## src/rtl/rx_byte_packer.sv

```systemverilog
// rx_byte_packer: detects link-up from a run of BC idle symbols, strips idles and packs payload bytes into 32-bit words.
// Latency: a word appears on data_out, with a one-cycle valid_out pulse, the cycle after the edge that samples its 4th payload byte.
// Backpressure: none; the consumer must accept every valid_out pulse.
//
// Ports:
//   clk4f     - byte clock, rising edge
//   reset     - asynchronous, active-high
//   data_in   - byte from the serial-to-parallel stage, qualified by valid_in
//   data_out  - packed word, first received byte in [31:24], last in [7:0]
//   valid_out - one-cycle pulse, data_out holds a new word
//   active    - high while the link is up (ACTIVE state)
//
// Optional feature, macro RX_PACKER_FLUSH_EN: a BC idle arriving mid-word flushes the
// partial word with unfilled lanes set to 8'h00. Without it, partial words wait across idles.
module rx_byte_packer #(
    parameter logic [7:0] BC_SYMBOL  = 8'hBC,
    parameter int         BC_COUNT   = 4,
    parameter int         LOSS_LIMIT = 8
) (
    input  logic        clk4f,
    input  logic        reset,
    input  logic [7:0]  data_in,
    input  logic        valid_in,
    output logic [31:0] data_out,
    output logic        valid_out,
    output logic        active
);

    localparam int BCW = $clog2(BC_COUNT + 1);
    localparam int LW  = $clog2(LOSS_LIMIT + 1);

    localparam logic [BCW-1:0] BC_LAST   = BCW'(BC_COUNT - 1);
    localparam logic [LW-1:0]  LOSS_LAST = LW'(LOSS_LIMIT - 1);
    localparam logic [LW-1:0]  LOSS_MAX  = LW'(LOSS_LIMIT);

    typedef enum logic {
        SEARCH = 1'b0,
        ACTIVE = 1'b1
    } state_t;

    state_t          state, state_nxt;
    logic [BCW-1:0]  bc_cnt, bc_nxt;
    logic [1:0]      byte_idx, idx_nxt;
    logic [LW-1:0]   loss_cnt, loss_nxt;
    logic [31:0]     hold, hold_nxt;
    logic [31:0]     dout_nxt;
    logic            vout_nxt;
    logic [31:0]     packed_w;
    logic            is_bc;

    assign is_bc = (data_in == BC_SYMBOL);

    // Holding register with the incoming byte dropped into its lane.
    // hold is cleared whenever a word leaves, so lanes past byte_idx are always zero.
    always_comb begin
        packed_w = hold;
        case (byte_idx)
            2'd0:    packed_w[31:24] = data_in;
            2'd1:    packed_w[23:16] = data_in;
            2'd2:    packed_w[15:8]  = data_in;
            default: packed_w[7:0]   = data_in;
        endcase
    end

    always_comb begin
        state_nxt = state;
        bc_nxt    = bc_cnt;
        idx_nxt   = byte_idx;
        loss_nxt  = loss_cnt;
        hold_nxt  = hold;
        dout_nxt  = data_out;
        vout_nxt  = 1'b0;

        case (state)
            SEARCH: begin
                if (valid_in) begin
                    if (is_bc) begin
                        if (bc_cnt == BC_LAST) begin
                            state_nxt = ACTIVE;
                            bc_nxt    = '0;
                            idx_nxt   = 2'd0;
                            loss_nxt  = '0;
                            hold_nxt  = 32'h0;
                        end else begin
                            bc_nxt = bc_cnt + 1'b1;
                        end
                    end else begin
                        bc_nxt = '0;
                    end
                end
            end

            ACTIVE: begin
                if (valid_in) begin
                    loss_nxt = '0;
                    if (is_bc) begin
`ifdef RX_PACKER_FLUSH_EN
                        if (byte_idx != 2'd0) begin
                            dout_nxt = hold;
                            vout_nxt = 1'b1;
                            idx_nxt  = 2'd0;
                            hold_nxt = 32'h0;
                        end
`endif
                    end else begin
                        idx_nxt = byte_idx + 2'd1;
                        if (byte_idx == 2'd3) begin
                            dout_nxt = packed_w;
                            vout_nxt = 1'b1;
                            hold_nxt = 32'h0;
                        end else begin
                            hold_nxt = packed_w;
                        end
                    end
                end else begin
                    if (loss_cnt == LOSS_LAST) begin
                        // Link lost: partial word is discarded, counters restart.
                        state_nxt = SEARCH;
                        bc_nxt    = '0;
                        idx_nxt   = 2'd0;
                        loss_nxt  = '0;
                        hold_nxt  = 32'h0;
                    end else if (loss_cnt != LOSS_MAX) begin
                        loss_nxt = loss_cnt + 1'b1;
                    end
                end
            end

            default: begin
                state_nxt = SEARCH;
            end
        endcase
    end

    always_ff @(posedge clk4f or posedge reset) begin
        if (reset) begin
            state     <= SEARCH;
            bc_cnt    <= '0;
            byte_idx  <= 2'd0;
            loss_cnt  <= '0;
            hold      <= 32'h0;
            data_out  <= 32'h0;
            valid_out <= 1'b0;
            active    <= 1'b0;
        end else begin
            state     <= state_nxt;
            bc_cnt    <= bc_nxt;
            byte_idx  <= idx_nxt;
            loss_cnt  <= loss_nxt;
            hold      <= hold_nxt;
            data_out  <= dout_nxt;
            valid_out <= vout_nxt;
            active    <= (state_nxt == ACTIVE);
        end
    end

endmodule

```

## config.mk

```make
export PLATFORM = sky130hd
export DESIGN_NAME = rx_byte_packer
export DESIGN_NICKNAME = d
export VERILOG_FILES = /design/src/rtl/rx_byte_packer.sv
export SDC_FILE = /design/constraint.sdc
export NUM_CORES = 1
export LEC_CHECK = 0
export CAP_MARGIN = 20
export CORE_MARGIN = 2
export CORE_UTILIZATION = 54
export DETAILED_ROUTE_END_ITERATION = 10
export DONT_BUFFER_PORTS = 1
export PLACE_DENSITY = 0.78
export SLEW_MARGIN = 20
export SYNTH_ARGS = -nofsm -noshare
export SYNTH_HDL_FRONTEND = slang
export SYNTH_SLANG_ARGS = --single-unit
```

## constraint.sdc

```tcl
create_clock -name clk4f -period 2.8 [get_ports clk4f]
set_input_delay 0.42 -clock clk4f [delete_from_list [all_inputs] [get_ports clk4f]]
set_output_delay 0.42 -clock clk4f [all_outputs]
set_load 0.01 [all_outputs]
```

==> qor.yml, run 1 <==
drive_above_1_share_pct: 14.1
synth_ff_type: "dfrtp_1"
path_class: "flop to flop"
yosys-top-cells-count: "dfrtp_1, nand2_1, o21ai_0, mux2i_1, a22o_1"
syn_inst: 256
yosysMostFrequentCell: "dfrtp_1"
combPwrFrac_pct: 32.4
routabilityCongestion: 0.802
antenna_cells: 0
grt_pass1_wl_um: 10400
syn_avg_cell_area_um2: 11.8
skew_ps: 7.80
grt_max_degree: 44
slowest_delay_ps: 420
p_switching_mw: 1.30
clockBufferDepth: 2
cts_root_buffer: "clkbuf_8"
worstPathRequired_ps: 3020
cts_resized: 0
worstMarginPinSlew_ps: 705
routed_via_density: 5.89
synth.distinct_cells: 40
cts_buffers: 9
synthTopCellsByArea: "dfrtp_1, mux2i_1, o21ai_0, a22o_1, nand2_1"
path_cells: "ha_1 > nor4bb_1 > and2_1 > a211oi_4 > a22o_1"
clk_latency_ps: 340
power.total_mw: 3.55
area_growth_pct: 7.51
routed_wl_um: 6180
ys.warnings.count: 0
max_freq_ghz: 0.501
crit_slowest_cell: "and2_1"
fp.dieW_um: 78.9
crit_buf_inv: 0
start_util_pct: 55.4
ir_worst_vdd_uv: 488
grt_pass1_vias: 2020
grt_usage_pct: 22.1
drt-initial-drc-count: 149
synth_seq_cells: 67
grt-ovfl-total: 0
tns_ps: 0
internal_power_mw: 2.25
netlist.area_leader.share_pct: 55.3
leakagePower_nw: 1.52
fp.dieH_um: 78.9
switching_share_pct: 36.6
wl_per_cell_um: 18.4
synth_fp_nets: 274
netlist_area_um2: 3030
path_clk_slew_ps: 70
clkPwrFrac_pct: 18.4
clock-sinks: 67
finish.utilization_pct: 59.6
hold_class: "input port to flop"
antenna_found_initial: 0
p_per_area_nw_per_um2: 1090
vias: 1972
yosys.area.top_type: "dfrtp_1"
ios: 45
core_area_um2: 5470
status: "complete, no violations"
synthArstFlopShare_pct: 100
antenna_left: 0
finalSetupViolCount: 0
drtPass1Iterations: 4
slew-limit-headroom_pct: 53.0
fin_crit_sh_pct: 71.3
ys_seq_area_share_pct: 55.3
fin_crit_ps: 2000
path_max_fanout: 8
critPathLaunchType: "flop"
seqPwrFrac_pct: 49.2
cp.arrival_ps: 2220
path_delay_family: "simple AND/OR/NAND/NOR gates"
drcViolationCount: 0
port-buffer-count: 0
dp_hpwl_um: 4170
synth_edf_count: 0
die_area_um2: 6230
finalHoldViolCount: 0
cts_max_level: 3
maxCapViolations: 0
cts_tree: "built"
drv_slew: 0
rows: 27
rsz0062_at_grt: "false"
layout.nets: 278
end_kind: "flop"
[final cells by class]
type | instances | area [um^2]
inverters | 8 | 30.0
fillers | 473 | 2210
clock inverters | 3 | 17.5
multi-input cells | 166 | 1250
well taps | 72 | 90.1
repair buffers | 8 | 62.6
flip-flops and latches | 67 | 1680
clock buffers | 11 | 131
[state kept, by name, summed over array words and instances (netlist names)]
signal	flops
valid_out	1
loss_cnt	4
hold	24
bc_cnt	3
state	1
byte_idx	2
data_out	32
[layout by cell type (no fill, tap or decap), drive strengths merged, types with 4 or more instances in the layout]
| cell type | count |
|---|---|
| a22o | 17 |
| a32o | 9 |
| buf | 7 |
| clkbuf | 11 |
| dfrtp | 67 |
| ha | 7 |
| inv | 8 |
| mux2 | 8 |
| mux2i | 25 |
| nand2 | 32 |
| nor2 | 4 |
| o21ai | 31 |
[what timing repair did]
item,4_1_cts,5_1_grt
hold endpoints to repair,18,0
buffers inserted,0,0
hold buffers,1,0
[layer usage]
| layer | vias up | track usage (%) | part of all wire [%] |
|---|---|---|---|
| met3 | 9 | 5.68 | 5.3 |
| met2 | 53 | 35.5 | 49 |
| met1 | 978 | 28.9 | 45 |
| met5 | - | 0 | 0 |
| li1 | 932 | - | - |
| met4 | 0 | 8.97 | 1.1 |
[kinds of logic after synthesis]
family | count (synthesis) | share of synthesized area (%)
AOI/OAI and AO/OA | 67 | 16.8
adders and majority gates | 7 | 2.89
buffers and inverters | 23 | 3.47
DFF | 67 | 55.3
muxes | 33 | 11.6
and+or+nand+nor | 59 | 9.95
[metrics by stage]
stage	hold WS (ps)	setup WS (ps)	instance area, um^2	instances
detailed placement	326	747	3100	320
CTS	200	793	3260	335
global placement	330	785	3100	320
global route	198	646	3260	335
floorplan	450	697	3030	256
finish	210	803	3260	335
[power by group through the flow]
stage,sequential [mW],combinational [mW],clock (mW)
global route,1.79,1.29,0.719
finish,1.74,1.15,0.651
CTS,1.75,1.17,0.663
floorplan,1.67,0.972,0
detailed placement,1.77,1.16,0
global placement,1.75,1.12,0
[path summary, 6_finish.rpt]
| kind | from | to | slack (ps) | cells after the start |
|---|---|---|---|---|
| setup / recovery | loss_cnt[0]$_DFFE_PP0P_ | hold[12]$_DFFE_PP0P_ | 800 | 5 |
| hold / removal | data_in[3] | hold[27]$_DFFE_PP0P_ | 210 | 1 |
| setup reg to reg | loss_cnt[0]$_DFFE_PP0P_ | hold[12]$_DFFE_PP0P_ | 800 | 5 |
| hold reg to reg | bc_cnt[0]$_DFFE_PP0P_ | bc_cnt[0]$_DFFE_PP0P_ | 480 | 1 |
| max in group asynchronous | reset | byte_idx[0]$_DFFE_PP0P_ | 1580 | 3 |
| min in group asynchronous | reset | data_out[5]$_DFFE_PP0P_ | 540 | 2 |
Power figures use the tool's default switching activity.
==> inputs of run 2 (changes only) <==
ABC_AREA = 1   (was unset)
PLACE_DENSITY = 0.81   (was 0.78)
clock period = 1.7 ns   (was 2.8 ns; I/O delays follow)
==> run 2 against run 1 <==
Compared with the run above: core utilization grew 1.8 points; critical path depth grew 3; largest cell class unchanged; final cell count grew 66%; global-route usage grew 2.7 points; largest power group unchanged; critical path type unchanged; critical endpoint is now hold[25]$_DFFE_PP0P_; clock-buffer cell count shrank 1; via count grew 61%.
==> qor.yml, run 2 <==
status: "complete, no violations"  # unchanged
finalSetupViolCount: 0  # unchanged
p_per_area_nw_per_um2: 1270  # was 1090 nW/um^2
fin_crit_ps: 1590  # was 2000 ps
routed_via_density: 5.69  # was 5.89
min_from: "valid_in"  # was data_in[3]
rows: 30  # was 27
grt_pass1_vias: 2954  # was 2,020
regToRegStartpoint: "loss_cnt[1]$_DFFE_PP0P_"  # was loss_cnt[0]$_DFFE_PP0P_
path_class: "flop to flop"  # unchanged
grt_pass1_wl_um: 14500  # was 10,400 um
ios: 45  # unchanged
drv_slew: 0  # unchanged
cts_root_buffer: "clkbuf_8"  # unchanged
crit_slowest_cell: "dfrtp_1"  # was and2_1
worstPathRequired_ps: 1980  # was 3020 ps
path_max_fanout: 16  # was 8
path_cells: "ha_1 > nand3_1 > nand2_1 > nand2_1 > nand2_2 > buf_4 > nand3_1 > nand2_1"  # was ha_1 > nor4bb_1 > and2_1 > a211oi_4 > a22o_1
drtPass1Iterations: 7  # was 4
routabilityCongestion: 0.830  # was 0.802
reg_top3: "data_out: 32 flops, hold: 32 flops, loss_cnt: 4 flops"  # was data_out: 32 flops, hold: 24 flops, loss_cnt: 4 flops
synth_fp_nets: 485  # was 274
synth_edf_count: 0  # unchanged
clock-sinks: 75  # was 67
fp.dieH_um: 86.9  # was 78.9 um
rsz0062_at_grt: "false"  # unchanged
cts_max_level: 3  # unchanged
hold_class: "input port to flop"  # unchanged
skew_ps: 9.44  # was 7.80 ps
wl_per_cell_um: 15.7  # was 18.4 um
ys.warnings.count: 0  # unchanged
antenna_found_initial: 0  # unchanged
worstMarginPinSlew_ps: 570  # was 705 ps
ys_seq_area_share_pct: 50.6  # was 55.3%
die_area_um2: 7540  # was 6230 um^2
finalHoldViolCount: 0  # unchanged
fp.dieW_um: 86.9  # was 78.9 um
clk_latency_ps: 350  # was 340 ps
maxCapViolations: 0  # unchanged
ir_worst_vdd_uv: 806  # was 488 uV
slew-limit-headroom_pct: 61.9  # was 53.0%
cts_buffers: 9  # unchanged
path_clk_slew_ps: 80  # was 70 ps
core_area_um2: 6720  # was 5470 um^2
cts_tree: "built"  # unchanged
leakagePower_nw: 2.05  # was 1.52 nW
synth_seq_cells: 75  # was 67
synth_ff_type: "dfrtp_1"  # unchanged
tns_ps: 0  # unchanged
synthTopCellsByArea: "dfrtp_1, nand2_1, nand3_1, o21ai_0, nor2_1"  # was dfrtp_1, mux2i_1, o21ai_0, a22o_1, nand2_1
crit_top_cell: "nand2_1"
drive_above_1_share_pct: 10.7  # was 14.1%
routed_wl_um: 8700  # was 6180 um
antenna_cells: 0  # unchanged
nFillCells: 553  # was 473
area_growth_pct: 11.2  # was 7.51%
syn_avg_cell_area_um2: 7.94  # was 11.8 um^2
port-buffer-count: 0  # unchanged
start_util_pct: 55.2  # was 55.4%
grt_usage_pct: 24.9  # was 22.1%
final_cell_mix: "nand2_1, dfrtp_1, nand3_1, o21ai_0, nor2_1"  # was dfrtp_1, nand2_1, o21ai_0
fin_crit_sh_pct: 93.4  # was 71.3%
post_cts_buffers: 0  # unchanged
syn_inst: 467  # was 256
cp.arrival_ps: 1870  # was 2220 ps
clockBufferDepth: 2  # unchanged
synth.distinct_cells: 25  # was 40
grt-ovfl-total: 0  # unchanged
critPathLaunchType: "flop"  # unchanged
layout.nets: 489  # was 278
drt-initial-drc-count: 279  # was 149
worst_r2r_endpoint: "hold[25]$_DFFE_PP0P_"  # was hold[12]$_DFFE_PP0P_
rr_worst_depth: 8  # was 5
yosys-top-cells-count: "nand2_1, dfrtp_1, nand3_1, o21ai_0, nor2_1"  # was dfrtp_1, nand2_1, o21ai_0, mux2i_1, a22o_1
max_freq_ghz: 0.630  # was 0.501 GHz
netlist_area_um2: 3710  # was 3030 um^2
drcViolationCount: 0  # unchanged
grt_max_degree: 35  # was 44
antenna_left: 0  # unchanged
slowest_delay_ps: 440  # was 420 ps
dp_hpwl_um: 5780  # was 4170 um
yosysMostFrequentCell: "nand2_1"  # was dfrtp_1
reg2reg_setup_slack_ps: 110  # was 800 ps
netlist.area_leader.share_pct: 50.6  # was 55.3%
endpoint: "hold[25]$_DFFE_PP0P_"  # was hold[12]$_DFFE_PP0P_
yosys.area.top_type: "dfrtp_1"  # unchanged
cp-startpoint: "loss_cnt[1]$_DFFE_PP0P_"  # was loss_cnt[0]$_DFFE_PP0P_
synthArstFlopShare_pct: 100  # unchanged
end_kind: "flop"  # unchanged
finish.utilization_pct: 61.3  # was 59.6%
layout_commonest_cell: "nand2_1"  # was dfrtp_1
vias: 3166  # was 1,972
==> run 2: worst min-delay path by stage <==
stage          cells after the start  slack, ps                      end
6_report                           4        180  loss_cnt[1]$_DFFE_PP0P_
5_1_grt                            4        200  loss_cnt[1]$_DFFE_PP0P_
4_1_cts                            4        200          state$_DFF_PP0_
3_5_place_dp                       1        210  data_out[5]$_DFFE_PP0P_
3_3_place_gp                       1        210  data_out[5]$_DFFE_PP0P_
2_1_floorplan                      2        440     hold[10]$_DFFE_PP0P_
==> run 2: cells by family (layout without fill, tap and decap cells) <==
logic type | after synthesis | in the layout | synth area share, %
buf+inv | 49 | 58 | 6.99
compound gates | 65 | 65 | 8.77
fa+ha+maj | 7 | 7 | 2.36
xor+xnor | 1 | 1 | 0.236
flops | 75 | 75 | 50.6
simple gates | 270 | 270 | 31.0
==> run 2: stage by stage <==
stage | setup WS [ps] | cell area (um^2) | instances | power [mW] | hold slack [ps]
global route | 3.51 | 4120 | 556 | 5.54 | 195
detailed placement | 115 | 3820 | 539 | 3.45 | 209
global placement | 189 | 3820 | 539 | 3.40 | 214
CTS | 77.7 | 4100 | 556 | 5.25 | 195
finish | 113 | 4120 | 556 | 5.24 | 176
floorplan | 157 | 3710 | 467 | 3.18 | 437
==> run 2: final cells by class <==
cell class	instances	area (um^2)	area share [%]
repair buffers	18	195	4.74
flip-flops and latches	75	1880	45.5
well taps	80	100	2.43
multi-input cells	343	1590	38.6
inverters	24	93.8	2.28
clock buffers	10	128	3.10
clock inverters	6	138	3.34
==> run 2: report_power, final <==
| part | switching (mW) | internal [mW] | leakage (nW) |
|---|---|---|---|
| logic | 0.550 | 0.324 | 0.926 |
| clock network | 0.679 | 1.13 | 0.131 |
| registers | 0.387 | 2.17 | 0.997 |
==> run 2: routing by layer <==
layer	vias up	share of wire, %	global-route usage (%)	wire [um]
met5	-	0	0	0
met4	0	2.1	8.52	186
met3	21	7.2	6.54	629
met2	133	49	39.3	4230
met1	1507	42	33.4	3660
li1	1505	-	-	-
==> run 2: what timing repair did <==
action,in CTS,in global routing
setup endpoints to repair,0,32
gates resized for setup,0,6
hold endpoints to repair,22,0
hold buffers,1,0
==> run 2: worst max-delay path: cells and delay by family (launching register included) <==
family                   cells  cell delay, ps
flip-flops                   1             440
adder cells (fa/ha/maj)      1             230
buffers and inverters        1             250
AND/OR/NAND/NOR              6             600
